==> config.mk <==
export PLATFORM = sky130hd
export DESIGN_NAME = fetch_unit
export DESIGN_NICKNAME = d
export VERILOG_FILES = /design/src/rtl/riscv_pkg.sv /design/src/rtl/fetch_fifo.sv /design/src/rtl/fetch_unit.sv
export SDC_FILE = /design/constraint.sdc
export NUM_CORES = 1
export LEC_CHECK = 0
export ABC_CLOCK_PERIOD_IN_PS = 6100
export CORE_UTILIZATION = 53
export CTS_CLUSTER_DIAMETER = 150
export DETAILED_ROUTE_END_ITERATION = 12
export GPL_ROUTABILITY_DRIVEN = 0
export GPL_TIMING_DRIVEN = 1
export HOLD_SLACK_MARGIN = 0.12
export PLACE_DENSITY = 0.83
export SYNTH_ARGS = -nofsm -noshare
export SYNTH_HDL_FRONTEND = slang
export SYNTH_SLANG_ARGS = --single-unit
==> constraint.sdc <==
create_clock -name clk -period 6.1 [get_ports clk]
set_input_delay 0.61 -clock clk [delete_from_list [all_inputs] [get_ports clk]]
set_output_delay 0.61 -clock clk [all_outputs]
set_load 0.005 [all_outputs]
==> src/rtl/riscv_pkg.sv <==
// Shared RISC-V front-end definitions: reset vector, canonical NOP encoding
// and the {pc, inst} entry carried through the fetch buffer.
package riscv_pkg;

  localparam logic [31:0] RESET_PC_DEF = 32'h0000_0000;
  localparam logic [31:0] NOP          = 32'h0000_0013;

  typedef struct packed {
    logic [31:0] pc;
    logic [31:0] inst;
  } fetch_entry_t;

endpackage

==> src/rtl/fetch_fifo.sv <==
// Prefetch buffer: DEPTH-entry circular FIFO of fetch entries with a
// registered head, single-cycle flush and simultaneous push/pop.
module fetch_fifo
  import riscv_pkg::*;
#(
  parameter  int DEPTH = 2,
  localparam int CNT_W = $clog2(DEPTH + 1),
  localparam int PTR_W = (DEPTH > 1) ? $clog2(DEPTH) : 1
) (
  input  logic             clk,
  input  logic             rst_n,
  input  logic             push_i,
  input  fetch_entry_t     push_data_i,
  input  logic             pop_i,
  input  logic             flush_i,
  output fetch_entry_t     head_o,
  output logic             full_o,
  output logic             empty_o,
  output logic [CNT_W-1:0] count_o
);

  fetch_entry_t     mem_q [DEPTH];
  logic [PTR_W-1:0] rd_ptr_q, wr_ptr_q;
  logic [CNT_W-1:0] count_q;
  logic             do_push, do_pop;

  function automatic logic [PTR_W-1:0] ptr_inc(input logic [PTR_W-1:0] p);
    return (p == PTR_W'(DEPTH - 1)) ? '0 : p + PTR_W'(1);
  endfunction

  assign full_o  = (count_q == CNT_W'(DEPTH));
  assign empty_o = (count_q == '0);
  assign count_o = count_q;
  assign head_o  = mem_q[rd_ptr_q];
  assign do_pop  = pop_i && !empty_o;
  assign do_push = push_i && (!full_o || do_pop);

  always_ff @(posedge clk or negedge rst_n) begin
    if (!rst_n) begin
      rd_ptr_q <= '0;
      wr_ptr_q <= '0;
      count_q  <= '0;
    end else if (flush_i) begin
      rd_ptr_q <= '0;
      wr_ptr_q <= '0;
      count_q  <= '0;
    end else begin
      if (do_push) wr_ptr_q <= ptr_inc(wr_ptr_q);
      if (do_pop)  rd_ptr_q <= ptr_inc(rd_ptr_q);
      case ({do_push, do_pop})
        2'b10:   count_q <= count_q + CNT_W'(1);
        2'b01:   count_q <= count_q - CNT_W'(1);
        default: count_q <= count_q;
      endcase
    end
  end

  // Storage carries no reset; consumers only look at it when count is non-zero.
  always_ff @(posedge clk) begin
    if (do_push) mem_q[wr_ptr_q] <= push_data_i;
  end

endmodule

==> src/rtl/fetch_unit.sv <==
// Instruction fetch unit: credit-limited request issue, in-order response
// capture into the prefetch buffer, and redirect handling that drains stale responses.
module fetch_unit
  import riscv_pkg::*;
#(
  parameter logic [31:0] RESET_PC = RESET_PC_DEF,
  parameter int          DEPTH    = 2
) (
  input  logic        clk,
  input  logic        reset,
  input  logic        redirect,
  input  logic [31:0] redirectPC,
  output logic        memReq,
  output logic [31:0] memAddr,
  input  logic        memGnt,
  input  logic        memRvalid,
  input  logic [31:0] memRdata,
  output logic        instValid,
  output logic [31:0] inst,
  output logic [31:0] instPC,
  input  logic        instReady
);

  localparam int CNT_W = $clog2(DEPTH + 1);

  logic [31:0]      fpc_q, fpc_d;
  logic [CNT_W-1:0] inflight_q, inflight_d;
  logic [CNT_W-1:0] drop_q, drop_d;
  logic             started_q;
  logic [CNT_W-1:0] fifo_count;
  logic [CNT_W:0]   occupancy;
  logic             fifo_full, fifo_empty;
  logic             grant, rsp_keep, pop;
  fetch_entry_t     push_entry, head;

  assign occupancy = {1'b0, inflight_q} + {1'b0, fifo_count};
  assign memReq    = started_q && !fifo_full && (occupancy < (CNT_W + 1)'(DEPTH));
  assign memAddr   = fpc_q;
  assign grant     = memReq && memGnt;
  assign rsp_keep  = memRvalid && !redirect && (drop_q == '0);

  // With no drops pending, every in-flight request was issued contiguously up
  // to fpc, so the oldest one sits one word back per outstanding request.
  assign push_entry.pc   = fpc_q - (32'(inflight_q) << 2);
  assign push_entry.inst = memRdata;

  assign instValid = !fifo_empty;
  assign pop       = instValid && instReady && !redirect;
  assign inst      = fifo_empty ? '0 : head.inst;
  assign instPC    = fifo_empty ? '0 : head.pc;

  always_comb begin
    fpc_d      = fpc_q;
    inflight_d = inflight_q;
    drop_d     = drop_q;
    if (grant) begin
      fpc_d      = fpc_q + 32'd4;
      inflight_d = inflight_d + CNT_W'(1);
    end
    if (memRvalid) begin
      inflight_d = inflight_d - CNT_W'(1);
      if (drop_q != '0) drop_d = drop_q - CNT_W'(1);
    end
    // Everything still outstanding after this cycle belongs to the old path.
    if (redirect) begin
      fpc_d  = redirectPC & ~32'h3;
      drop_d = inflight_d;
    end
  end

  always_ff @(posedge clk or negedge reset) begin
    if (!reset) begin
      fpc_q      <= RESET_PC;
      inflight_q <= '0;
      drop_q     <= '0;
      started_q  <= 1'b0;
    end else begin
      fpc_q      <= fpc_d;
      inflight_q <= inflight_d;
      drop_q     <= drop_d;
      started_q  <= 1'b1;
    end
  end

  fetch_fifo #(
    .DEPTH (DEPTH)
  ) u_fifo (
    .clk         (clk),
    .rst_n       (reset),
    .push_i      (rsp_keep),
    .push_data_i (push_entry),
    .pop_i       (pop),
    .flush_i     (redirect),
    .head_o      (head),
    .full_o      (fifo_full),
    .empty_o     (fifo_empty),
    .count_o     (fifo_count)
  );

endmodule
==> impl_metrics.tcl <==
set metrics [dict create \
    worst_setup_path_end_kind "register" \
    netlist.area_leader.share_pct 47.5 \
    timing.final.setup_violations 0 \
    drt_iter0_markers 463 \
    synth_cell_type_count 54 \
    grt_pass1_vias 5396 \
    post_route_cells_drive_above_1_share_pct 6.68 \
    drtPass1Iterations 5 \
    worst_setup_hold_path_clk_slew_ps 70 \
    chipWidth_um 124 \
    detailedPlacementHpwl_mm 11.7 \
    top_cell_family_by_delay_on_the_critical_path "buffers and inverters" \
    holdBufCountCts 0 \
    initial_core_util_pct 54.2 \
    synthToLayoutAreaGrowth_pct 28.2 \
    most_frequent_standard_cell_in_the_layout_excluding_fill_and_tap_cells "clkdlybuf4s50_1" \
    status "complete, no violations" \
    synthesis.yosys.warnings 0 \
    vias_per_cell 5.83 \
    num-nets-final 857 \
    synth.avg_cell_area_um2 12.1 \
    max-slew-margin-rel_pct 23.0 \
    grt_remaining_overflow 0 \
    cts_repair_resize_count 0 \
    ant_nets 0 \
    std_cell_rows 44 \
    synthesis.area_um2 7840 \
    postLayoutCellArea_um2 10100 \
    slew_worst_pin_ps 1150 \
    routed_wirelength_mm 17.3 \
    crit_path_start_kind "primary input" \
    tritoncts.num_buffers 17 \
    max-clock-path-buffers 2 \
    cts_max_level 4 \
    coreArea_um2 14500 \
    tritoncts_clock_tree "yes" \
    grt_start_max_net_pins 64 \
    period_share_pct 61.0 \
    clk-insertion-delay-late_ps 420 \
    placement.io_buffers 161 \
    report.final.slew_viol_count 0 \
    finalHoldViolations 0 \
    ir_worst_vdd_uv 195 \
    layout.cells.most_common_list "clkdlybuf4s50_1, edfxtp_1, nor2_1, mux2i_1, dfrtp_1" \
    clockRootBuffer "clkbuf_16" \
    crit_slowest_cell "inv_1" \
    grt_antenna_before_repair 0 \
    antenna_cells 0 \
    part_of_the_yosys_area_used_for_sequential_elements_pct 59.9 \
    yosys.area.top_type "edfxtp_1" \
    slowest_delay_ps 870 \
    final_layout_setup_total_negative_slack_ps 0 \
    post_cts.repair.setup_buffers 0 \
    fp.dieArea_um2 15300 \
    timing.fmax_mhz 269 \
    vertical_die_dimension_um 124 \
    total_placed_instance_area_um2 9460 \
    synth_top_cells_by_area "edfxtp_1, dfrtp_1, mux2i_1" \
    max_cap_violations 0 \
    hp-class "primary input to asynchronous set/reset pin" \
    pin_count 168 \
    fin_hold_ws_ps 324 \
    setup_repair_after_global_routing_missed_its_margin "false" \
    critical-path-top-cell-by-count "buf_4" \
    synthCells 650 \
    worst-path-max-fanout 40 \
    synth_edf_count 124 \
    route.detailed.drc 0 \
    cp_cell_sequence "clkdlybuf4s50_1, buf_4, inv_1, o2111a_1, and2_2, buf_4" \
    ys_async_sr_fraction_pct 23.9 \
    cp_data_required_time_ps 6170 \
    total_leakage_power_nw 3.38 \
    routed-via-count 5701 \
    cp_data_arrival_time_ps 3790 \
    synth-main-ff-cell "edfxtp_1" \
    wl_per_cell_um 17.7 \
    final.min_clock_period_ps 3720 \
    synth_seq_cells 163 \
    global_route_wire_length_before_repair_mm 26.7 \
    fin_worst_skew_ps 9.22 \
    type_of_the_worst_setup_path "primary input to register" \
    grt.total_usage_pct 23.3 \
    clkSinkCount 163 \
    pwr_density_cell_nw_per_um2 316 \
    cp_num_buf_inv 4 \
]
cells in the mapped netlist, types with 3 or more instances:
library cell and instances:
xnor2_1 24, inv_1 10, xor2_1 13, o31ai_1 13
o41ai_1 3, nor2b_1 9, mux2i_1 64, a21oi_1 3
buf_2 16, buf_4 8, clkbuf_1 23, nor2_1 95
buf_1 6, and3_1 6, or4_1 16, buf_6 3
nand3_1 15, and4_1 4, o211ai_1 7, nor3_1 10
nor4_1 4, o21ai_0 12, nand2b_1 7, ha_1 4
a31oi_1 16, or3_1 9, dfrtp_1 39, nand4_1 21
nand2_1 35, edfxtp_1 124
layer usage:
| layer | track usage [%] | routed length [um] | up-vias |
|---|---|---|---|
| met5 | 0 | 0 | - |
| met4 | 10.4 | 394 | 0 |
| met3 | 3.94 | 1370 | 33 |
| met1 | 29.4 | 6830 | 2743 |
| met2 | 39.5 | 8700 | 285 |
| li1 | - | - | 2640 |
flip-flops by register name, indices dropped and copies added, names as in the netlist:
register and flops:
inflight_q 2, drop_q 2, started_q 1, memAddr 30, u_fifo.wr_ptr_q 1, u_fifo.count_o 2, u_fifo.mem_q 124, u_fifo.rd_ptr_q 1
cell families after synthesis:
group	after synthesis	synth area share, %
AND/OR/NAND/NOR	248	16.8
flip-flops	163	59.9
buffers and inverters	66	4.08
multiplexers	65	8.31
AO/OA/AOI/OAI	63	5.47
XOR/XNOR	37	4.13
adder cells (fa/ha/maj)	6	1.15
other	2	0.0958
area by class of cell:
class                           instances  area [um2]
Sequential cell                       163        4700
Multi-Input combinational cell        424        2850
Fill cell                            1037        4430
Inverter                               10        37.5
Clock buffer                           17         425
Tap cell                              184         230
Timing Repair Buffer                  165        1640
Clock inverter                         15         170
stage by stage:
stage	power [mW]	instances	util, %	setup WS [ps]
CTS	3.19	978	69.4	2420
global placement	2.11	946	65.3	2030
finish	3.17	978	69.4	2380
floorplan	1.80	653	-	1920
global route	3.32	978	69.4	2170
detailed placement	2.14	946	65.3	1970
final timing paths:
| kind | start | endpoint | slack, ps | depth (start not counted) |
|---|---|---|---|---|
| hold reg to reg | drop_q[1]$_DFFE_PN0P_ | drop_q[1]$_DFFE_PN0P_ | 620 | 2 |
| setup reg to reg | u_fifo.count_o[0]$_DFFE_PN0P_ | memAddr[28]$_DFFE_PN0P_ | 2940 | 6 |
| setup / recovery | redirect | u_fifo.mem_q[1][14]$_DFFE_PP_ | 2380 | 6 |
| min in group clk | drop_q[1]$_DFFE_PN0P_ | drop_q[1]$_DFFE_PN0P_ | 620 | 2 |
| hold / removal | reset | memAddr[3]$_DFFE_PN0P_ | 320 | 1 |
| max in group asynchronous | reset | u_fifo.rd_ptr_q$_DFFE_PN0P_ | 5100 | 1 |
worst reg2reg max path, cell delays in order (launching register included):
cell,delay (ps)
dfrtp_1,470
and2_1,190
fa_1,420
nor2b_1,470
nand3_1,660
or4_1,700
a31oi_1,170
where the power goes:
| group | internal (mW) | switching, mW |
|---|---|---|
| combinational | 0.363 | 0.319 |
| clock | 0.614 | 0.446 |
| sequential | 1.31 | 0.116 |
No activity file was read; power rests on OpenSTA's default activity.
